===== src/rtl/keypad_pkg.sv =====
// Shared constants, state encodings and key decode helpers for the keypad
// command encoder and its matrix scanner.
package keypad_pkg;

    localparam logic [3:0] KP_NONE   = 4'b0000;
    localparam logic [3:0] KP_ARM    = 4'b0011;
    localparam logic [3:0] KP_DISARM = 4'b1100;

    localparam logic [3:0] KEY_A    = 4'hA;
    localparam logic [3:0] KEY_B    = 4'hB;
    localparam logic [3:0] KEY_C    = 4'hC;
    localparam logic [3:0] KEY_D    = 4'hD;
    localparam logic [3:0] KEY_STAR = 4'hE;
    localparam logic [3:0] KEY_HASH = 4'hF;

    typedef enum logic [1:0] {SCAN, DEBOUNCE, RELEASE} scan_state_t;
    typedef enum logic {IDLE, COLLECT} entry_state_t;

    // Indexed by {row, col}
    localparam logic [3:0] KEY_MAP [16] = '{
        4'h1,     4'h2, 4'h3,     KEY_A,
        4'h4,     4'h5, 4'h6,     KEY_B,
        4'h7,     4'h8, 4'h9,     KEY_C,
        KEY_STAR, 4'h0, KEY_HASH, KEY_D
    };

    function automatic logic [3:0] key_lookup(input logic [3:0] rows, input logic [1:0] col);
        logic [1:0] r;
        if (!rows[0])      r = 2'd0;
        else if (!rows[1]) r = 2'd1;
        else if (!rows[2]) r = 2'd2;
        else               r = 2'd3;
        return KEY_MAP[{r, col}];
    endfunction

    function automatic logic is_digit(input logic [3:0] code);
        return code <= 4'd9;
    endfunction

endpackage


===== src/rtl/keypad_code_encoder_if.sv =====
// Keypad pins and siren-side command bus of the keypad code encoder.
interface keypad_code_encoder_if;
    logic       ENA;
    logic [3:0] row_n;
    logic [3:0] col_n;
    logic [3:0] keypad;
    logic       bad_pin;
    logic [2:0] digit_cnt;
    logic       locked;

    modport master (
        input  ENA, row_n,
        output col_n, keypad, bad_pin, digit_cnt, locked
    );

    modport slave (
        output ENA, row_n,
        input  col_n, keypad, bad_pin, digit_cnt, locked
    );
endinterface


===== src/rtl/keypad_scanner.sv =====
// 4x4 matrix scanner: rotates the active-low column drive, debounces a press,
// decodes it to a key code and requires a debounced release before rescanning.
//
// state    | meaning
// SCAN     | rotating columns, waiting for any row low
// DEBOUNCE | column frozen, row pattern must hold DEB_TICKS ticks
// RELEASE  | waiting for DEB_TICKS consecutive all-high row ticks
module keypad_scanner
    import keypad_pkg::*;
#(
    parameter int SCAN_DIV  = 2,
    parameter int DEB_TICKS = 4
) (
    input  logic       clk,
    input  logic       reset_n,
    input  logic       ena,
    input  logic [3:0] row_n,
    output logic [3:0] col_n,
    output logic       key_evt,
    output logic [3:0] key_code
);

    localparam int DIV_W = $clog2(SCAN_DIV + 1);
    localparam int DEB_W = $clog2(DEB_TICKS + 1);

    scan_state_t      state_q, state_d;
    logic [1:0]       col_q, col_d;
    logic [DIV_W-1:0] div_q, div_d;
    logic [DEB_W-1:0] deb_q, deb_d;
    logic [3:0]       row_s_q, row_s_d;
    logic             evt_q, evt_d;
    logic [3:0]       code_q, code_d;

    always_ff @(posedge clk or negedge reset_n) begin
        if (!reset_n) begin
            state_q <= SCAN;
            col_q   <= '0;
            div_q   <= DIV_W'(SCAN_DIV - 1);
            deb_q   <= '0;
            row_s_q <= 4'hF;
            evt_q   <= 1'b0;
            code_q  <= '0;
        end else if (ena) begin
            state_q <= state_d;
            col_q   <= col_d;
            div_q   <= div_d;
            deb_q   <= deb_d;
            row_s_q <= row_s_d;
            evt_q   <= evt_d;
            code_q  <= code_d;
        end
    end

    always_comb begin
        state_d = state_q;
        col_d   = col_q;
        div_d   = div_q;
        deb_d   = deb_q;
        row_s_d = row_s_q;
        evt_d   = 1'b0;
        code_d  = code_q;
        case (state_q)
            SCAN: begin
                if (row_n != 4'hF) begin
                    state_d = DEBOUNCE;
                    row_s_d = row_n;
                    deb_d   = DEB_W'(DEB_TICKS - 1);
                end else if (div_q == '0) begin
                    col_d = col_q + 2'd1;
                    div_d = DIV_W'(SCAN_DIV - 1);
                end else begin
                    div_d = div_q - 1'b1;
                end
            end
            DEBOUNCE: begin
                if (row_n != row_s_q) begin
                    state_d = SCAN;
                    div_d   = DIV_W'(SCAN_DIV - 1);
                end else if (deb_q <= DEB_W'(1)) begin
                    evt_d   = 1'b1;
                    code_d  = key_lookup(row_s_q, col_q);
                    state_d = RELEASE;
                    deb_d   = DEB_W'(DEB_TICKS);
                end else begin
                    deb_d = deb_q - 1'b1;
                end
            end
            RELEASE: begin
                // Any row low restarts the release window, so a held key never repeats
                if (row_n != 4'hF) begin
                    deb_d = DEB_W'(DEB_TICKS);
                end else if (deb_q <= DEB_W'(1)) begin
                    state_d = SCAN;
                    div_d   = DIV_W'(SCAN_DIV - 1);
                end else begin
                    deb_d = deb_q - 1'b1;
                end
            end
            default: state_d = SCAN;
        endcase
    end

    assign col_n    = ~(4'b0001 << col_q);
    assign key_evt  = evt_q;
    assign key_code = code_q;

endmodule


===== src/rtl/keypad_code_encoder.sv =====
// PIN entry front-end for the siren controller: collects digits from the
// scanner and issues ARM/DISARM. Define KEYPAD_LOCKOUT_EN for failed-attempt lockout.
//
// state   | meaning
// IDLE    | buffer empty
// COLLECT | one or more digits buffered
module keypad_code_encoder
    import keypad_pkg::*;
#(
    parameter logic [15:0] PIN       = 16'h1234,
    parameter int          SCAN_DIV  = 2,
    parameter int          DEB_TICKS = 4,
    parameter int          TIMEOUT   = 200
`ifdef KEYPAD_LOCKOUT_EN
    ,
    parameter int          MAX_FAIL      = 3,
    parameter int          LOCKOUT_TICKS = 250
`endif
) (
    input logic                   clk,
    input logic                   reset_n,
    keypad_code_encoder_if.master bus
);

    localparam int TO_W = $clog2(TIMEOUT + 1);

    logic         key_evt;
    logic [3:0]   key_code;

    entry_state_t state_q, state_d;
    logic [15:0]  buf_q, buf_d;
    logic [2:0]   cnt_q, cnt_d;
    logic [3:0]   keypad_q, keypad_d;
    logic         bad_q, bad_d;
    logic [TO_W-1:0] to_q, to_d;
    logic         locked_q;

    keypad_scanner #(
        .SCAN_DIV  (SCAN_DIV),
        .DEB_TICKS (DEB_TICKS)
    ) u_scanner (
        .clk      (clk),
        .reset_n  (reset_n),
        .ena      (bus.ENA),
        .row_n    (bus.row_n),
        .col_n    (bus.col_n),
        .key_evt  (key_evt),
        .key_code (key_code)
    );

    always_ff @(posedge clk or negedge reset_n) begin
        if (!reset_n) begin
            state_q  <= IDLE;
            buf_q    <= '0;
            cnt_q    <= '0;
            keypad_q <= KP_NONE;
            bad_q    <= 1'b0;
            to_q     <= '0;
        end else if (bus.ENA) begin
            state_q  <= state_d;
            buf_q    <= buf_d;
            cnt_q    <= cnt_d;
            keypad_q <= keypad_d;
            bad_q    <= bad_d;
            to_q     <= to_d;
        end
    end

    always_comb begin
        state_d  = state_q;
        buf_d    = buf_q;
        cnt_d    = cnt_q;
        keypad_d = KP_NONE;
        bad_d    = 1'b0;
        to_d     = to_q;
        if (to_q != '0) to_d = to_q - 1'b1;
        if (to_q == TO_W'(1) && cnt_q != '0) begin
            buf_d   = '0;
            cnt_d   = '0;
            state_d = IDLE;
        end
        // A key on the timeout tick is evaluated against the uncleared buffer
        if (key_evt && !locked_q) begin
            to_d = TO_W'(TIMEOUT);
            if (is_digit(key_code)) begin
                buf_d   = {buf_q[11:0], key_code};
                cnt_d   = (cnt_q == 3'd4) ? 3'd4 : cnt_q + 3'd1;
                state_d = COLLECT;
            end else if (key_code == KEY_C) begin
                buf_d   = '0;
                cnt_d   = '0;
                state_d = IDLE;
            end else if (key_code == KEY_A || key_code == KEY_B) begin
                if (cnt_q == 3'd4 && buf_q == PIN)
                    keypad_d = (key_code == KEY_A) ? KP_ARM : KP_DISARM;
                else
                    bad_d = 1'b1;
                buf_d   = '0;
                cnt_d   = '0;
                state_d = IDLE;
            end else begin
                buf_d   = buf_q;
                cnt_d   = cnt_q;
                state_d = state_q;
            end
        end
    end

`ifdef KEYPAD_LOCKOUT_EN
    localparam int FAIL_W = $clog2(MAX_FAIL + 1);
    localparam int LOCK_W = $clog2(LOCKOUT_TICKS + 1);

    logic [FAIL_W-1:0] fail_q;
    logic [LOCK_W-1:0] lock_cnt_q;

    always_ff @(posedge clk or negedge reset_n) begin
        if (!reset_n) begin
            fail_q     <= '0;
            locked_q   <= 1'b0;
            lock_cnt_q <= '0;
        end else if (bus.ENA) begin
            if (locked_q) begin
                if (lock_cnt_q <= LOCK_W'(1)) begin
                    locked_q   <= 1'b0;
                    lock_cnt_q <= '0;
                    fail_q     <= '0;
                end else begin
                    lock_cnt_q <= lock_cnt_q - 1'b1;
                end
            end else if (keypad_d != KP_NONE) begin
                fail_q <= '0;
            end else if (bad_d) begin
                if (fail_q >= FAIL_W'(MAX_FAIL - 1)) begin
                    fail_q     <= FAIL_W'(MAX_FAIL);
                    locked_q   <= 1'b1;
                    lock_cnt_q <= LOCK_W'(LOCKOUT_TICKS);
                end else begin
                    fail_q <= fail_q + 1'b1;
                end
            end
        end
    end
`else
    assign locked_q = 1'b0;
`endif

    assign bus.keypad    = keypad_q;
    assign bus.bad_pin   = bad_q;
    assign bus.digit_cnt = cnt_q;
    assign bus.locked    = locked_q;

endmodule


===== src/flat_wrapper.sv =====
// flat-port wrapper written by rule: the top's interface ports become plain ports
module keypad_code_encoder_flat import keypad_pkg::*;
#(
    parameter logic [15:0] PIN       = 16'h1234,
    parameter int          SCAN_DIV  = 2,
    parameter int          DEB_TICKS = 4,
    parameter int          TIMEOUT   = 200

)
  (clk, reset_n, bus_ENA, bus_row_n, bus_col_n, bus_keypad, bus_bad_pin, bus_digit_cnt, bus_locked);
  keypad_code_encoder_if bus_i ();
  input logic clk;
  input logic reset_n;
  input wire logic [$bits(bus_i.ENA)-1:0] bus_ENA;
  input wire logic [$bits(bus_i.row_n)-1:0] bus_row_n;
  output wire logic [$bits(bus_i.col_n)-1:0] bus_col_n;
  output wire logic [$bits(bus_i.keypad)-1:0] bus_keypad;
  output wire logic [$bits(bus_i.bad_pin)-1:0] bus_bad_pin;
  output wire logic [$bits(bus_i.digit_cnt)-1:0] bus_digit_cnt;
  output wire logic [$bits(bus_i.locked)-1:0] bus_locked;
  assign bus_i.ENA = bus_ENA;
  assign bus_i.row_n = bus_row_n;
  assign bus_col_n = bus_i.col_n;
  assign bus_keypad = bus_i.keypad;
  assign bus_bad_pin = bus_i.bad_pin;
  assign bus_digit_cnt = bus_i.digit_cnt;
  assign bus_locked = bus_i.locked;
  keypad_code_encoder #(.PIN(PIN), .SCAN_DIV(SCAN_DIV), .DEB_TICKS(DEB_TICKS), .TIMEOUT(TIMEOUT)) u_core (.clk(clk), .reset_n(reset_n), .bus(bus_i));
endmodule

===== config.mk =====
export PLATFORM = sky130hd
export DESIGN_NAME = keypad_code_encoder_flat
export DESIGN_NICKNAME = d
export VERILOG_FILES = /design/src/rtl/keypad_pkg.sv /design/src/rtl/keypad_code_encoder_if.sv /design/src/rtl/keypad_scanner.sv /design/src/rtl/keypad_code_encoder.sv /design/src/flat_wrapper.sv
export SDC_FILE = /design/constraint.sdc
export NUM_CORES = 1
export LEC_CHECK = 0
export CORE_UTILIZATION = 53
export CTS_CLUSTER_DIAMETER = 200
export DETAILED_ROUTE_END_ITERATION = 7
export PLACE_DENSITY = 0.76
export SLEW_MARGIN = 30
export SYNTH_ARGS = -nofsm -noshare
export SYNTH_HDL_FRONTEND = slang
export SYNTH_SLANG_ARGS = --single-unit

===== constraint.sdc =====
create_clock -name clk -period 1.85 [get_ports clk]
set_clock_uncertainty 0.2 [all_clocks]
set_input_delay 0.2775 -clock clk [delete_from_list [all_inputs] [get_ports clk]]
set_output_delay 0.2775 -clock clk [all_outputs]
set_load 0.005 [all_outputs]

==> summary.md <==
| Metric | Value |
|---|---|
| Final instance area | 0.00380 sq mm |
| Pin count of the biggest net entering global routing | 39 |
| Arr. time, crit path | 2260 ps |
| Horiz. Die Dim | 73.2 microns |
| Number of antenna repair diodes | 0 |
| Result of the run | finished with violations |
| Aggregate global routing overflow | 0 |
| Maximum clock frequency | between 0.4 and 0.5 GHz |
| Port buffer count | 18 |
| Total of warnings raised by yosys | 0 |
| Clk slew on worst S/H paths | approximately 100 ps |
| Busiest layer in global routing | met2 |
| Via-to-Cell Ratio | roughly 5.6 |
| Number of nets produced by synthesis | roughly 310 |
| Total via count after detailed routing | about 2400 |
| Post-layout net count | 374 |
| Synth-to-layout area growth | 41.3% |
| TritonCTS clock tree | yes |
| Clock Sink Count | 48 |
| Post-synth ARST share | between 90% and 100% |
| Total power | between 5 and 6 mW |
| Static Leakage | roughly 1.7 nW |
| Slack of the critical path | -398 ps |
| Violations in the final reports | negative setup slack |
| Global placer's final weighted congestion | approximately 0.87 |
| Most common cell after layout, fill and taps aside | sky130_fd_sc_hd__dfrtp_1 |
| GRT met3 Usage | under 10% |
| Largest buffer count on any clock path | 2 |
| Number of distinct library cells after synthesis | 51 |
| Hpwl dp | 3.84 mm |
| Hold violation total from the final report | 0 |
| Die outline height | between 70 and 80 microns |
| Setup repair after global routing missed its margin | yes |
| Insertion delay of the later-clocked pin in the worst-skew pair | 310 ps |
| Crit path max fanout | 19 |
| Clk root buf | sky130_fd_sc_hd__clkbuf_8 |
| Number of enable flip-flop cells after synthesis | 0 |
| Total clock buffers created by CTS | 5 |
| Drt drc | 0 |
| Number of routed nets with antenna violations | 0 |
| Die Outline Area | 0.00536 sq mm |
| Number of iterations in the first detailed-routing pass | 4 |
| Initial antenna violation count | 0 |
| Required time of the worst setup path | 1860 ps |
| PwrDens | 1410 mW/mm^2 |
| Synthesized instance count | 283 |
| Share of post-route cells with drive strength above 1 | 36.2% |
| Post-synthesis sequential element count | 48 |
| DRT Wirelength | between 6 and 7 mm |
| Cell area after synthesis | 0.00269 sq mm |
| Portion of the clock cycle consumed by the worst path in the final layout | 122% |
| Crit end category | register |
| Wire length of the first global-routing pass | approximately 10 mm |
| Commonest cells after routing, fill and taps aside | 43 x sky130_fd_sc_hd__dfrtp_1, 40 x sky130_fd_sc_hd__buf_4, 35 x sky130_fd_sc_hd__inv_1 |
| Setup violation total in the final timing report | 34 |
| Pins over their slew limit | 0 |
| Kind of start point of the critical path | register |
| Row Count | 25 |
| Worst IR Drop VDD | 1.03 mV |
| Initial Utilization | 56.1% |
| Critical path type | reg -> reg |
| Global Route Usage Sum | 24.6% |
| Met1 layer usage reported by global route | between 30% and 40% |
| Number of fillers in the final layout | roughly 310 |
| Num ports | 20 |
| Met2 GRT Util | about two fifths |
| Placed Instance Area | approximately 0.0032 sq mm |
| H-tree level count | 2 |
| Placeable core region | approximately 0.0048 sq mm |
| Syn_area_per_cell | approximately 9.5 sq um |
| Top flip-flop cell by instance count after synthesis | sky130_fd_sc_hd__dfrtp_1 |
| Maxcap violations | 0 |
| 1st-iter DRT viols | roughly 160 |
| Via count of the first global-routing pass | ~2300 |
| Worst min-delay path category | in -> async |
| Detail-routed net length per standard cell | between 15 and 20 microns |
| Seq/Total Area, Yosys | roughly 45% |
| Post-route minimum period | between 2000 and 2500 ps |
## power by group
part,internal [mW],switching (mW),total (mW)
sequential,1.52,0.411,1.94
combinational,1.38,1.26,2.64
clock,0.408,0.384,0.791
## cell type report
cell class                      count  area, sq um  area share, %
Sequential cell                    48         1210           31.8
Multi-Input combinational cell    184         1520           40.0
Inverter                           38          150           3.96
Clock buffer                        5         68.8           1.81
Clock inverter                      3         46.3           1.22
Timing Repair Buffer               73          719           19.0
Tap cell                           67         83.8           2.21
## registers in the layout, indices dropped and copies added, names as in the netlist
signal,flops
u_core.u_scanner.div_q,2
u_core.bus.bad_pin,1
u_core.u_scanner.deb_q,3
u_core.u_scanner.key_evt,1
u_core.u_scanner.state_q,2
u_core.bus.keypad,2
u_core.to_q,8
u_core.buf_q,16
u_core.u_scanner.col_q,2
u_core.u_scanner.row_s_q,4
u_core.u_scanner.key_code,4
u_core.bus.digit_cnt,3
## kinds of logic after synthesis
family	Yosys count	synth area share [%]
AND/OR/NAND/NOR	81	15.6
AO/OA/AOI/OAI	65	15.6
buffers and inverters	51	8.62
flip-flops	48	44.9
adder cells (fa/ha/maj)	17	7.92
XOR/XNOR	12	3.91
multiplexers	8	3.31
other	1	0.140
## path summary, 6_finish.rpt
check | start | endpoint | slack, ps | depth (start not counted)
min | reset_n | u_core.to_q[1] | 180 | 2
max reg2reg | u_core.to_q[5] | u_core.buf_q[8] | -400 | 6
min in group clk | bus_row_n[3] | u_core.u_scanner.row_s_q[3] | 290 | 3
max in group asynchronous | reset_n | u_core.u_scanner.row_s_q[1] | 710 | 3
min reg2reg | u_core.u_scanner.div_q[1] | u_core.u_scanner.div_q[1] | 300 | 1
max | u_core.to_q[5] | u_core.buf_q[8] | -400 | 6
## repair_timing
item	in CTS	in global routing
hold buffers	1	0
endpoints found under the setup margin	38	45
pin swaps	9	15
buffers inserted	6	2
resized for setup	31	50
gates cloned	2	3
hold endpoints to repair	47	0
## worst max-delay path: stages (launching register included)
cell and delay (ps):
sky130_fd_sc_hd__dfrtp_1 390, sky130_fd_sc_hd__or4_4 570, sky130_fd_sc_hd__o41ai_2 250, sky130_fd_sc_hd__and3_4 290, sky130_fd_sc_hd__buf_12 160, sky130_fd_sc_hd__nand3_1 120, sky130_fd_sc_hd__o21ai_1 170
## synthesized netlist by cell type (3+ instances only)
library cell / n / area (sq um)
sky130_fd_sc_hd__nand2_1: 22 / 82.6
sky130_fd_sc_hd__nand4_1: 7 / 43.8
sky130_fd_sc_hd__xnor2_1: 10 / 87.6
sky130_fd_sc_hd__o31ai_1: 3 / 22.5
sky130_fd_sc_hd__inv_1: 38 / 143
sky130_fd_sc_hd__o21ai_0: 22 / 110
sky130_fd_sc_hd__dfstp_2: 5 / 131
sky130_fd_sc_hd__mux2_2: 7 / 78.8
sky130_fd_sc_hd__buf_6: 3 / 33.8
sky130_fd_sc_hd__clkbuf_1: 4 / 15.0
sky130_fd_sc_hd__a21oi_1: 10 / 50.1
sky130_fd_sc_hd__ha_1: 17 / 213
sky130_fd_sc_hd__nor4b_1: 4 / 35.0
sky130_fd_sc_hd__nor2_1: 11 / 41.3
sky130_fd_sc_hd__dfrtp_1: 43 / 1080
sky130_fd_sc_hd__nor3_1: 6 / 30.0
sky130_fd_sc_hd__o21ai_1: 9 / 45.0
sky130_fd_sc_hd__nand3_1: 16 / 80.1
sky130_fd_sc_hd__buf_4: 4 / 30.0
## routing by layer
layer | routed length [microns] | up-vias | share of wire (%)
met2 | 3450 | 71 | 52
met4 | 178 | 0 | 2.7
li1 | - | 1109 | -
met5 | 0 | - | 0
met3 | 280 | 14 | 4.2
met1 | 2780 | 1156 | 42
## per-stage QoR
stage	instances	setup slack, ps	hold WS [ps]	setup TNS [ps]	util, %
after detailed placement	397	-355	-25.9	-9920	67.1
after floorplan	283	-197	-218	-4090	-
final	418	-398	176	-7510	79.3
after CTS	414	-215	177	-5040	73.7
after global placement	397	-312	-24.3	-8390	67.1
after global routing	418	-419	193	-9390	79.3
No activity file was read; power rests on OpenSTA's default activity.
